$ cat config.mk
export PLATFORM = sky130hd
export DESIGN_NAME = dcsformer_frame_sched
export DESIGN_NICKNAME = d
export VERILOG_FILES = /design/src/rtl/dcsformer_frame_sched.sv
export SDC_FILE = /design/constraint.sdc
export NUM_CORES = 1
export LEC_CHECK = 0
export CAP_MARGIN = 10
export CORE_MARGIN = 4
export CORE_UTILIZATION = 30
export CTS_BUF_LIST = sky130_fd_sc_hd__clkbuf_8
export CTS_CLUSTER_DIAMETER = 200
export DETAILED_ROUTE_END_ITERATION = 16
export PLACE_DENSITY = 0.53
export SYNTH_ARGS = -nofsm -noshare
export SYNTH_HDL_FRONTEND = slang
export SYNTH_SLANG_ARGS = --single-unit
$ cat constraint.sdc
create_clock -name clk -period 2.8 [get_ports clk]
set_clock_uncertainty 0.2 [all_clocks]
set_input_delay 0.28 -clock clk [delete_from_list [all_inputs] [get_ports clk]]
set_output_delay 0.28 -clock clk [all_outputs]
set_load 0.03 [all_outputs]
$ cat src/rtl/dcsformer_frame_sched.sv
// ----------------------------------------------------------------------------
// dcsformer_frame_sched: round-robin frame scheduler sharing one DCSformer
// datapath between NUM_REQ byte-stream requesters.              Rev 1.0
// ----------------------------------------------------------------------------
`default_nettype none

module dcsformer_frame_sched #(
  parameter int NUM_REQ   = 2,
  parameter int I_BYTES   = 128,
  parameter int W_BYTES   = 8,
  parameter int O_WORDS   = 8,
  parameter int W_TIMEOUT = 1023
) (
  input  logic                   clk,
  input  logic                   rst,
  input  logic [NUM_REQ-1:0]     req_valid,
  input  logic [8*NUM_REQ-1:0]   req_data,
  output logic [NUM_REQ-1:0]     req_ready,
  output logic                   i_valid,
  output logic [7:0]             i_data,
  output logic                   w_valid,
  output logic [7:0]             w_data,
  input  logic                   w_ready,
  input  logic                   o_valid,
  input  logic [31:0]            o_data,
  output logic                   res_valid,
  output logic [31:0]            res_data,
  output logic [1:0]             res_id,
  output logic                   busy,
  output logic                   frame_done,
  output logic [1:0]             err
);

  typedef enum logic [2:0] {
    ST_ARB     = 3'd0,
    ST_FEED_I  = 3'd1,
    ST_WAIT_W  = 3'd2,
    ST_FEED_W  = 3'd3,
    ST_COLLECT = 3'd4
  } state_t;

  state_t      state_q, state_d;
  logic [1:0]  owner_q, owner_d;
  logic [1:0]  last_grant_q, last_grant_d;
  logic [7:0]  byte_cnt_q, byte_cnt_d;
  logic [3:0]  out_cnt_q, out_cnt_d;
  logic [9:0]  wait_cnt_q, wait_cnt_d;
  logic        i_valid_q, i_valid_d;
  logic [7:0]  i_data_q, i_data_d;
  logic        w_valid_q, w_valid_d;
  logic [7:0]  w_data_q, w_data_d;
  logic        res_valid_q, res_valid_d;
  logic [31:0] res_data_q, res_data_d;
  logic [1:0]  res_id_q, res_id_d;
  logic        frame_done_q, frame_done_d;
  logic [1:0]  err_q, err_d;

  logic        w_feeding;
  logic        w_sel_valid;
  logic [7:0]  w_sel_data;
  logic        w_accept;
  logic        w_gnt_found;
  logic [1:0]  w_gnt_idx;
  logic [9:0]  w_wait_inc;

  // Ready depends only on state and owner so a requester can never loop
  // its valid back into its own ready.
  always_comb begin
    w_feeding   = (state_q == ST_FEED_I) || (state_q == ST_FEED_W);
    req_ready   = '0;
    w_sel_valid = 1'b0;
    w_sel_data  = 8'd0;
    for (int r = 0; r < NUM_REQ; r++) begin
      if (owner_q == 2'(r)) begin
        req_ready[r] = w_feeding;
        w_sel_valid  = req_valid[r];
        w_sel_data   = req_data[8*r +: 8];
      end
    end
    w_accept = w_feeding && w_sel_valid;
  end

  // Round-robin search starting one past the previous winner, with wrap.
  always_comb begin
    w_gnt_found = 1'b0;
    w_gnt_idx   = last_grant_q;
    for (int k = 1; k <= NUM_REQ; k++) begin
      for (int r = 0; r < NUM_REQ; r++) begin
        if (!w_gnt_found && req_valid[r] &&
            (r == (int'(last_grant_q) + k) % NUM_REQ)) begin
          w_gnt_found = 1'b1;
          w_gnt_idx   = 2'(r);
        end
      end
    end
  end

  always_comb begin
    state_d      = state_q;
    owner_d      = owner_q;
    last_grant_d = last_grant_q;
    byte_cnt_d   = byte_cnt_q;
    out_cnt_d    = out_cnt_q;
    wait_cnt_d   = wait_cnt_q;
    i_valid_d    = 1'b0;
    i_data_d     = i_data_q;
    w_valid_d    = 1'b0;
    w_data_d     = w_data_q;
    res_valid_d  = 1'b0;
    res_data_d   = res_data_q;
    res_id_d     = res_id_q;
    frame_done_d = 1'b0;
    err_d        = err_q;
    w_wait_inc   = wait_cnt_q + 10'd1;

    // Stray handshakes from the datapath are flagged and otherwise dropped.
    if (w_ready && (state_q != ST_WAIT_W)) err_d[0] = 1'b1;
    if (o_valid && (state_q != ST_COLLECT)) err_d[0] = 1'b1;

    case (state_q)
      ST_ARB: begin
        if (w_gnt_found) begin
          owner_d      = w_gnt_idx;
          last_grant_d = w_gnt_idx;
          byte_cnt_d   = 8'd0;
          out_cnt_d    = 4'd0;
          wait_cnt_d   = 10'd0;
          state_d      = ST_FEED_I;
        end
      end
      ST_FEED_I: begin
        if (w_accept) begin
          i_valid_d = 1'b1;
          i_data_d  = w_sel_data;
          if (byte_cnt_q == 8'(I_BYTES - 1)) begin
            byte_cnt_d = 8'd0;
            wait_cnt_d = 10'd0;
            state_d    = ST_WAIT_W;
          end else begin
            byte_cnt_d = byte_cnt_q + 8'd1;
          end
        end
      end
      ST_WAIT_W: begin
        if (w_ready) begin
          wait_cnt_d = 10'd0;
          state_d    = ST_FEED_W;
        end else if (w_wait_inc == 10'(W_TIMEOUT)) begin
          // Frame is abandoned; the datapath must be reset by the system.
          err_d[1]   = 1'b1;
          wait_cnt_d = 10'd0;
          state_d    = ST_ARB;
        end else begin
          wait_cnt_d = w_wait_inc;
        end
      end
      ST_FEED_W: begin
        if (w_accept) begin
          w_valid_d = 1'b1;
          w_data_d  = w_sel_data;
          if (byte_cnt_q == 8'(W_BYTES - 1)) begin
            byte_cnt_d = 8'd0;
            out_cnt_d  = 4'd0;
            state_d    = ST_COLLECT;
          end else begin
            byte_cnt_d = byte_cnt_q + 8'd1;
          end
        end
      end
      ST_COLLECT: begin
        if (o_valid) begin
          res_valid_d = 1'b1;
          res_data_d  = o_data;
          res_id_d    = owner_q;
          if (out_cnt_q == 4'(O_WORDS - 1)) begin
            out_cnt_d    = 4'd0;
            frame_done_d = 1'b1;
            state_d      = ST_ARB;
          end else begin
            out_cnt_d = out_cnt_q + 4'd1;
          end
        end
      end
      default: state_d = ST_ARB;
    endcase
  end

  always_ff @(posedge clk or posedge rst) begin
    if (rst) begin
      state_q      <= ST_ARB;
      owner_q      <= 2'd0;
      last_grant_q <= 2'(NUM_REQ - 1);
      byte_cnt_q   <= 8'd0;
      out_cnt_q    <= 4'd0;
      wait_cnt_q   <= 10'd0;
      i_valid_q    <= 1'b0;
      i_data_q     <= 8'd0;
      w_valid_q    <= 1'b0;
      w_data_q     <= 8'd0;
      res_valid_q  <= 1'b0;
      res_data_q   <= 32'd0;
      res_id_q     <= 2'd0;
      frame_done_q <= 1'b0;
      err_q        <= 2'd0;
    end else begin
      state_q      <= state_d;
      owner_q      <= owner_d;
      last_grant_q <= last_grant_d;
      byte_cnt_q   <= byte_cnt_d;
      out_cnt_q    <= out_cnt_d;
      wait_cnt_q   <= wait_cnt_d;
      i_valid_q    <= i_valid_d;
      i_data_q     <= i_data_d;
      w_valid_q    <= w_valid_d;
      w_data_q     <= w_data_d;
      res_valid_q  <= res_valid_d;
      res_data_q   <= res_data_d;
      res_id_q     <= res_id_d;
      frame_done_q <= frame_done_d;
      err_q        <= err_d;
    end
  end

  assign i_valid    = i_valid_q;
  assign i_data     = i_data_q;
  assign w_valid    = w_valid_q;
  assign w_data     = w_data_q;
  assign res_valid  = res_valid_q;
  assign res_data   = res_data_q;
  assign res_id     = res_id_q;
  assign frame_done = frame_done_q;
  assign err        = err_q;
  assign busy       = (state_q != ST_ARB);

endmodule

`default_nettype wire
**After elaboration in Yosys (flattened, before gate mapping)**

Cells that the tools add are included.

- Add/sub/neg operators: 5
- Equal/unequal tests: 21
- Muxes and demuxes: 52
- Bitwise gates (word level): 3
- Reduce and logical (&&, ||, !) cells: 32

Operator list:

| kind | count |
|---|---|
| $logic_not 32->1 | 2 |
| $mux 8 | 7 |
| $mux 10 | 5 |
| $pmux 10 s3 | 1 |
| $mux 3 | 9 |
| $pmux 8 s3 | 1 |
| $mux 4 | 5 |
| $mux 1 | 18 |
| $pmux 3 s5 | 1 |
| $pmux 4 s3 | 1 |
| $reduce_bool 3->1 | 4 |
| $add 10x1->10 const B | 1 |
| $eq 10x10->1 const B | 1 |
| $logic_and 1x1->1 | 10 |
| $ne 2x2->1 const B | 5 |
| $add 8x1->8 const B | 1 |
| $eq 8x3->1 const B | 1 |
| $eq 8x7->1 const B | 1 |
| $mux 2 | 4 |
| $reduce_and 2->1 | 4 |
| $reduce_and 4->1 | 2 |
| $reduce_and 8->1 | 1 |
| $eq 3x2->1 const B | 2 |
| $ne 3x3->1 const B | 2 |
| 18 further kinds | 24 |

- Register bits: 85
- Bits of input ports: 54
- Output and inout bits: 59
- Logic and storage cells: 129

**Logic depth before layout (Yosys ltp)**

Gate-level depths: netlist of run 1.

- Depth after elaboration: 19
- Depth in mapped cells: 8
- Depth with buffers taken out: 7

**Worst setup path after synthesis of run 1**

Ideal clock, no wire load.

- Path kind: flip-flop to flip-flop
- Start: register state_q[2]
- End: register wait_cnt_q[2]
- Setup time: 0.142 ns
- Data arrival time: 1.585 ns
- Data required time: 2.458 ns
- Setup slack: 0.873 ns
- Stages on the path, launching flop included: 7
- Buffers on the path: 1
- Clock period less this slack: 1.927 ns
- Path through: dfrtp_1 nand2b_4 buf_6 nor3_4 nand2_2 a221oi_4 a31oi_1

- Cells in the longest elaborated chain, start to end: 5
- Elaborated cells on any way between the ends: 12
- Classes of those cells: eq/ne: 6; mux: 1; reduce/logical: 5

Ends and longest elaborated chain:

| what | line | text |
|---|---|---|
| start: declaration | 42 | `state_t state_q, state_d;` |
| start signal: assignment | 206 | `state_q <= state_d;` |
| $eq 3x1->1 or $eq 3x2->1 (tied branches) | 69, 120 |  |
| $logic_or 1x1->1 | 69 | `w_feeding = (state_q == ST_FEED_I) \|\| (state_q == ST_FEED_W);` |
| $logic_and 1x1->1 | 80 | `w_accept = w_feeding && w_sel_valid;` |
| $ne 2x2->1 (no line) | n/a |  |
| $reduce_and 4->1 (no line) | n/a |  |
| end signal: assignment | 211 | `wait_cnt_q <= wait_cnt_d;` |
| end: declaration | 47 | `logic [9:0] wait_cnt_q, wait_cnt_d;` |

Several ways; a longest one is shown, not always the timed one.
A chain may end at the register's enable or synchronous reset.

**Worst setup path in the final report of run 1**

- Start: register state_q[2]
- End: output port req_ready[1]

- Cells in the longest elaborated chain, start to end: 3
- Elaborated cells on any way between the ends: 4
- Classes of those cells: eq/ne: 2; mux: 1; reduce/logical: 1

Ends and longest elaborated chain:

| what | line | text |
|---|---|---|
| $eq 3x1->1 or $eq 3x2->1 (tied branches) | 69 |  |
| $logic_or 1x1->1 * | 69 |  |
| $mux 1 * | 74 | `if (owner_q == 2'(r)) begin` |
| end: declaration | 18 | `output logic [NUM_REQ-1:0] req_ready,` |

Mark *: on every way between the ends. The rest lies on a longest branch, timed or not.

==> results of run 1 <==
## where the power goes
group          internal [mW]  switching (mW)
Combinational          0.910            1.28
Clock                  0.520           0.420
Sequential              1.54           0.212
## area by class of cell
| type | count | area (um2) |
|---|---|---|
| Multi-Input combinational cell | 293 | 1565 |
| Tap cell | 168 | 210.2 |
| Inverter | 9 | 35.03 |
| Clock buffer | 10 | 137.6 |
| Sequential cell | 82 | 2053 |
| Clock inverter | 6 | 81.33 |
| Timing Repair Buffer | 120 | 1191 |
| Fill cell | 1218 | 6888 |
## per-stage QoR
stage          instance area [um2]  worst slack (ns)  cells
2_1_floorplan                 3761            0.2132    405
3_3_place_gp                  5055            0.4828    672
3_5_place_dp                  5055            0.4206    672
4_1_cts                       5274            0.1533    688
5_1_grt                       5274           0.08615    688
6_report                      5274            0.2030    688
## worst max path at each step
stage | start | to | cells after the start
2_1_floorplan | rst | byte_cnt_q[0] | 1
3_3_place_gp | req_valid[1] | wait_cnt_q[6] | 6
3_5_place_dp | req_valid[1] | wait_cnt_q[5] | 6
4_1_cts | state_q[2] | req_ready[1] | 3
5_1_grt | state_q[2] | busy | 3
6_report | state_q[2] | req_ready[1] | 3
## worst min-delay path, cell delays in order
cell	delay [ns]
clkdlybuf4s50_1	0.43
clkinv_2	0.07
buf_12	0.35
## sequential cells by signal, indices dropped and copies added, names as in the netlist, 2 cells and up
signal      flops
byte_cnt_q      8
out_cnt_q       4
wait_cnt_q     10
err             2
i_data          8
res_data       32
w_data          8
state_q         3
## cell usage after synthesis, drive strengths merged, types with 2 or more instances
| master | count |
|---|---|
| nand2 | 115 |
| dfrtp | 81 |
| nor2 | 33 |
| a21oi | 29 |
| o21ai | 16 |
| a31oi | 15 |
| buf | 13 |
| mux2i | 11 |
| and3 | 10 |
| nand3 | 10 |
| nand2b | 9 |
| clkbuf | 8 |
| inv | 8 |
| nor3 | 7 |
| ha | 4 |
| nor2b | 3 |
| o21bai | 3 |
| xnor2 | 3 |
| a211oi | 2 |
| a32o | 2 |
| nand3b | 2 |
| nand4 | 2 |
| o22ai | 2 |
## layer usage
metal  part of all wire  up-vias  track usage
met5                  0        -            0
met4             0.0078        0      0.02577
met3              0.078        5      0.05702
met2               0.44       84       0.2027
met1               0.48     1447       0.1753
li1                   -     1583            -
## cell families (layout without fill, tap and decap cells)
logic type | after synthesis | in the layout | share of synthesized area
simple gates | 194 | 194 | 0.2252
fa+ha+maj | 4 | 4 | 0.01331
xor+xnor | 4 | 4 | 0.009316
mux | 12 | 12 | 0.03227
compound gates | 78 | 78 | 0.1351
buf+inv | 30 | 145 | 0.03792
other cells | 1 | 1 | 0.0009970
flops | 82 | 82 | 0.5459
## layout by cell type, fill, tap and decap left out, drive strengths merged, types with 4 or more instances in the layout
cell type | synthesis | routed
clkbuf | 8 | 10
a21oi | 29 | 29
mux2i | 11 | 11
and3 | 10 | 10
dfrtp | 81 | 81
nand2b | 9 | 9
clkinv | 1 | 4
ha | 4 | 4
clkdlybuf4s50 | 0 | 111
nor2 | 33 | 33
nor3 | 7 | 7
o21ai | 16 | 16
a31oi | 15 | 15
inv | 8 | 8
nand3 | 10 | 10
buf | 13 | 9
nand2 | 115 | 115
==> qor.txt, run 1 <==
===========================================================================================
CP Class ..................................................................... flip-flop to output pin
Effective utilization at floorplan ...........................................       0.3093
Total power of the final layout ..............................................     4.878 mW
Worst hold path type ......................................................... input port to async pin
WP data required .............................................................      2.32 ns
Setup crit end kind ..........................................................   output pin
Reg2reg setup slack ..........................................................      0.52 ns
Destination of the worst register-to-register timing path .................... wait_cnt_q[6]
Sequential element share of the synthesized area .............................       0.5459
Critical path launch point type ..............................................    flip-flop
Leak pwr .....................................................................     2.384 nW
Length of the first detailed-routing pass in iterations ......................            4
Cell with the biggest individual delay on the critical path .................. clkdlybuf4s50_1
Yosys cell types .............................................................           48
Post-synth EDFFs .............................................................            0
Cell-by-cell trace of the critical path ...................................... nand2b_4 > nor2_1 > clkdlybuf4s50_1
Final RePlAce weighted congestion ............................................       0.8123
H-tree level count ...........................................................            3
Data arrival time of the worst path ..........................................      2.12 ns
CORE AREA ....................................................................  0.01216 mm2
Count of hold buffers inserted by post-cts repair ............................            0
Fmax .........................................................................    385.1 MHz
Max capacitance violation total ..............................................            0
Global-route wire length before repair .......................................     15.46 mm
Crit-path max FO .............................................................           16
Post-detailed-route wirelength per cell ......................................     13.43 um
Buffering stage count on the worst path with inverters included ..............            1
Post-synthesis instance area ................................................. 0.003761 mm2
Routed wire length ...........................................................     9.237 mm
VDD IR max ...................................................................  0.0004523 V
Total I/O pin count ..........................................................          113
Antenna fix cells ............................................................            0
Cell row count ...............................................................           40
Number of clock buffers inserted by TritonCTS ................................            9
Top cells by area, synth ..................................................... dfrtp_1 54%, nand2_1 11%, a21oi_1 3.9%
Longest individual stage delay on the worst path .............................      0.70 ns
Yosys warnings ...............................................................            0
Number of design-rule violations left by the first detailed-router iteration .          169
Number of antenna-violating nets in the routed design ........................            0
Share of the core filled with cells in the final layout ......................       0.4336
Share of cells above drive strength 1 ........................................      0.06731
Number of global-route vias before repair ....................................         3094
Final critical-path share of the clock period ................................       0.9275
Post-synthesis cell type with the largest combined area ......................      dfrtp_1
Power per Cell Area .......................................................... 925.0 mW/mm2
Worst-case clock buffer depth ................................................            2
Detailed-placement wirelength estimate .......................................     6.453 mm
CTS tree .....................................................................          yes
Dominant synthesized flop cell ...............................................      dfrtp_1
Count of final max-slew check failures .......................................            0
Number of DRC violations after detailed routing ..............................            0
Worst-case headroom to the max-slew limit ....................................       0.5320
Vias .........................................................................         3119
Clock sink count .............................................................           82
Launching point of the worst reg2reg path .................................... wait_cnt_q[0]
Global-route usage over all layers ...........................................       0.1323
Hold WS ......................................................................    0.1453 ns
Number of nets in the final layout ...........................................          573
Root buf cell ................................................................     clkbuf_8
Number of post-CTS setup repair buffers ......................................            0
Global route total overflow ..................................................            0
Synthesized netlist net count ................................................          463
Flip-flop and latch count after synthesis ....................................           82
Asr flop ratio synth .........................................................        1.000
Fraction of post-synthesis cell area in the top cell type by area ............       0.5389
Count of input and output buffers ............................................          111
Horizontal extent of the die .................................................     120.0 um
Number of gates resized after CTS ............................................            0
Largest net degree at the start of global routing ............................           83
Mean number of vias per cell .................................................        4.533
Fin. Hold Viols ..............................................................            0
Setup repair after global routing missed its margin ..........................           no
Relative area change from synthesis to final layout ..........................       40.22%
Die Y ........................................................................     120.0 um
Final setup fails ............................................................            0
Run status ................................................................... finished clean
Antenna violations before repair .............................................            0
Min Tclk post-route ..........................................................     2.597 ns
Worst R2R Path Depth .........................................................            6
Mean area per synthesized cell ...............................................    9.287 um2
Register clock-pin slew on the reported worst setup and hold paths ...........      0.08 ns
Largest delay contributor family on the critical path ........................ buffers and inverters
Setup_tns ....................................................................         0 ns
Transition time of the tightest slew-check pin ...............................    0.7019 ns
Gate count after technology mapping ..........................................          405
Clk Latency, worst-skew pair .................................................      0.35 ns
Area enclosed by the die boundary ............................................  0.01439 mm2
===========================================================================================
Power figures use the tool's default switching activity.
==> run 2: changes to the inputs <==
--- a/config.mk
+++ b/config.mk
@@ -9,7 +9,7 @@
 export CORE_MARGIN = 4
 export CORE_UTILIZATION = 30
 export CTS_BUF_LIST = sky130_fd_sc_hd__clkbuf_8
-export CTS_CLUSTER_DIAMETER = 200
+export CTS_CLUSTER_DIAMETER = 150
 export DETAILED_ROUTE_END_ITERATION = 16
 export PLACE_DENSITY = 0.53
 export SYNTH_ARGS = -nofsm -noshare
==> results of run 2 <==
No change in the layout: final DEF, timing and power equal those of run 1.
==> run 3: changes to the inputs <==
--- a/config.mk
+++ b/config.mk
@@ -11,7 +11,8 @@
 export CTS_BUF_LIST = sky130_fd_sc_hd__clkbuf_8
 export CTS_CLUSTER_DIAMETER = 150
 export DETAILED_ROUTE_END_ITERATION = 16
-export PLACE_DENSITY = 0.53
+export DONT_BUFFER_PORTS = 1
+export PLACE_DENSITY = 0.42
 export SYNTH_ARGS = -nofsm -noshare
 export SYNTH_HDL_FRONTEND = slang
 export SYNTH_SLANG_ARGS = --single-unit
==> run 3 against run 2 <==
- global-route usage shrank 0.095 points
- total power decreased by 11%
- worst hold slack lost 0.083 ns
- combinational power shrank 59%
- core utilization decreased by 4.5 points
- clock power is 4.5% higher
- die area did not move
- sequential power grew 40%
- design area is 10% lower
- clock-buffer cell count shrank 1
- fmax is 10% higher
==> qor.txt, run 3 (synthesis gave the netlist of run 1 again) <==
===========================================================================================
Run status ................................................................... finished clean
Clock sink count .............................................................           82
Reg2reg setup slack ..........................................................      0.45 ns
Setup repair after global routing missed its margin ..........................           no
Horizontal extent of the die .................................................     120.0 um
Number of nets in the final layout ...........................................          518
Number of antenna-violating nets in the routed design ........................            0
Area enclosed by the die boundary ............................................  0.01439 mm2
Fmax .........................................................................    424.5 MHz
Global-route wire length before repair .......................................     15.08 mm
Total I/O pin count ..........................................................          113
Startpoint of the most critical hold path .................................... req_valid[0]
Largest net degree at the start of global routing ............................           39
Number of flip-flops in the largest register .................................           32
Destination of the worst register-to-register timing path .................... last_grant_q[0]
Crit-path max FO .............................................................           12
Number of gates resized after CTS ............................................            0
Endpoint of the worst setup timing path ......................................         busy
Most frequent standard cell in the layout excluding fill and tap cells .......      nand2_1
Count of final max-slew check failures .......................................            0
Worst R2R Path Depth .........................................................            5
Worst hold path type ......................................................... input port to flip-flop
Final RePlAce weighted congestion ............................................       0.7784
Global route total overflow ..................................................            0
Root buf cell ................................................................     clkbuf_8
Post-detailed-route wirelength per cell ......................................     14.54 um
Final critical-path share of the clock period ................................       0.8414
Clk Latency, worst-skew pair .................................................      0.37 ns
Final setup fails ............................................................            0
Worst-case headroom to the max-slew limit ....................................       0.5266
Multi-input gate area ........................................................ 0.001565 mm2
Number of DRC violations after detailed routing ..............................            0
Cell-by-cell trace of the critical path ...................................... or2_2 > nor2_1 > inv_1
Most frequent cells in the layout ............................................ 114 x nand2_1, 81 x dfrtp_1, 55 x dlygate4sd3_1
Mean number of vias per cell .................................................        4.686
Detailed-placement wirelength estimate .......................................     6.162 mm
Antenna violations before repair .............................................            0
Leak pwr .....................................................................     2.189 nW
Max capacitance violation total ..............................................            0
Count of input and output buffers ............................................            0
Largest delay contributor family on the critical path ........................ simple AND/OR/NAND/NOR gates
CORE AREA ....................................................................  0.01216 mm2
Fin. Hold Viols ..............................................................            0
Buffering stage count on the worst path with inverters included ..............            1
Critical path launch point type ..............................................    flip-flop
Register clock-pin slew on the reported worst setup and hold paths ...........      0.09 ns
Number of post-CTS setup repair buffers ......................................            0
Length of the first detailed-routing pass in iterations ......................            4
Cell row count ...............................................................           40
Antenna fix cells ............................................................            0
Vias .........................................................................         2966
Start point of the critical path .............................................   state_q[1]
Total power of the final layout ..............................................     4.341 mW
Routed wire length ...........................................................     9.201 mm
Fill count ...................................................................         1204
Global-route usage over all layers ...........................................       0.1314
Worst-case clock buffer depth ................................................            2
VDD IR max ...................................................................  0.0004017 V
Data arrival time of the worst path ..........................................      1.88 ns
Number of clock buffers inserted by TritonCTS ................................            9
Power per Cell Area .......................................................... 918.3 mW/mm2
Share of cells above drive strength 1 ........................................      0.07957
Number of design-rule violations left by the first detailed-router iteration .          137
WP data required .............................................................      2.32 ns
Number of global-route vias before repair ....................................         2948
CP Class ..................................................................... flip-flop to output pin
Register cell area after layout .............................................. 0.002053 mm2
Effective utilization at floorplan ...........................................       0.3093
H-tree level count ...........................................................            3
Transition time of the tightest slew-check pin ...............................    0.7101 ns
Cell with the biggest individual delay on the critical path ..................      dfrtp_1
Total number of cells along the worst setup path .............................            3
Min Tclk post-route ..........................................................     2.356 ns
Die Y ........................................................................     120.0 um
Setup_tns ....................................................................         0 ns
Longest individual stage delay on the worst path .............................      0.55 ns
CTS tree .....................................................................          yes
Setup crit end kind ..........................................................   output pin
Relative area change from synthesis to final layout ..........................       25.68%
Launching point of the worst reg2reg path ....................................   state_q[1]
===========================================================================================
## run 3: final cells by class
type	count	area share
sequential	82	0.4344
multi-input combinational	293	0.3311
timing repair buffer	65	0.1350
tap	168	0.04447
clock buffer	9	0.02620
clock inverter	7	0.02144
inverter	9	0.007411
## run 3: how the worst min path moves through the flow
stage	to	slack, ns	depth (start not counted)
floorplan	res_data[0]	0.19	2
global placement	i_valid	0.09	1
detailed placement	w_valid	0.09	1
CTS	state_q[2]	0.04	2
global route	state_q[2]	0.06	2
finish	state_q[2]	0.06	2
## run 3: power by group
group,total (mW),internal (mW),switching (mW)
combinational,0.908,0.414,0.495
clock,0.982,0.511,0.471
sequential,2.45,1.53,0.920
total,4.34,2.46,1.89
## run 3: what timing repair did
action	CTS	global route
hold buffers	55	0
hold endpoints to repair	90	0
endpoints found under the setup margin	0	0
## run 3: worst register-to-register path: stages (launching register included)
cell and delay, ns:
dfrtp_1 0.55, or2_2 0.41, nor2_1 0.30, a21oi_1 0.12, a31oi_1 0.14, dlygate4sd3_1 0.57
## run 3: metal layers
| metal | vias up | share of wire | global-route usage | routed length (um) |
|---|---|---|---|---|
| met2 | 87 | 0.45 | 0.1992 | 4173 |
| li1 | 1482 | - | - | - |
| met3 | 9 | 0.085 | 0.05655 | 781 |
| met4 | 0 | 0.010 | 0.04080 | 96 |
| met5 | - | 0 | 0 | 0 |
| met1 | 1388 | 0.45 | 0.1695 | 4149 |
## run 3: through the flow
step / utilization / cell area [um2] / cells / hold WS [ns] / setup slack, ns
2_1_floorplan: - / 3761 / 405 / 0.1854 / 0.2132
3_3_place_gp: 0.3249 / 3951 / 562 / 0.08941 / 0.5661
3_5_place_dp: 0.3249 / 3951 / 562 / 0.08917 / 0.5139
4_1_cts: 0.3887 / 4727 / 633 / 0.03531 / 0.4044
5_1_grt: 0.3887 / 4727 / 633 / 0.06163 / 0.2561
6_report: 0.3887 / 4727 / 633 / 0.06264 / 0.4440
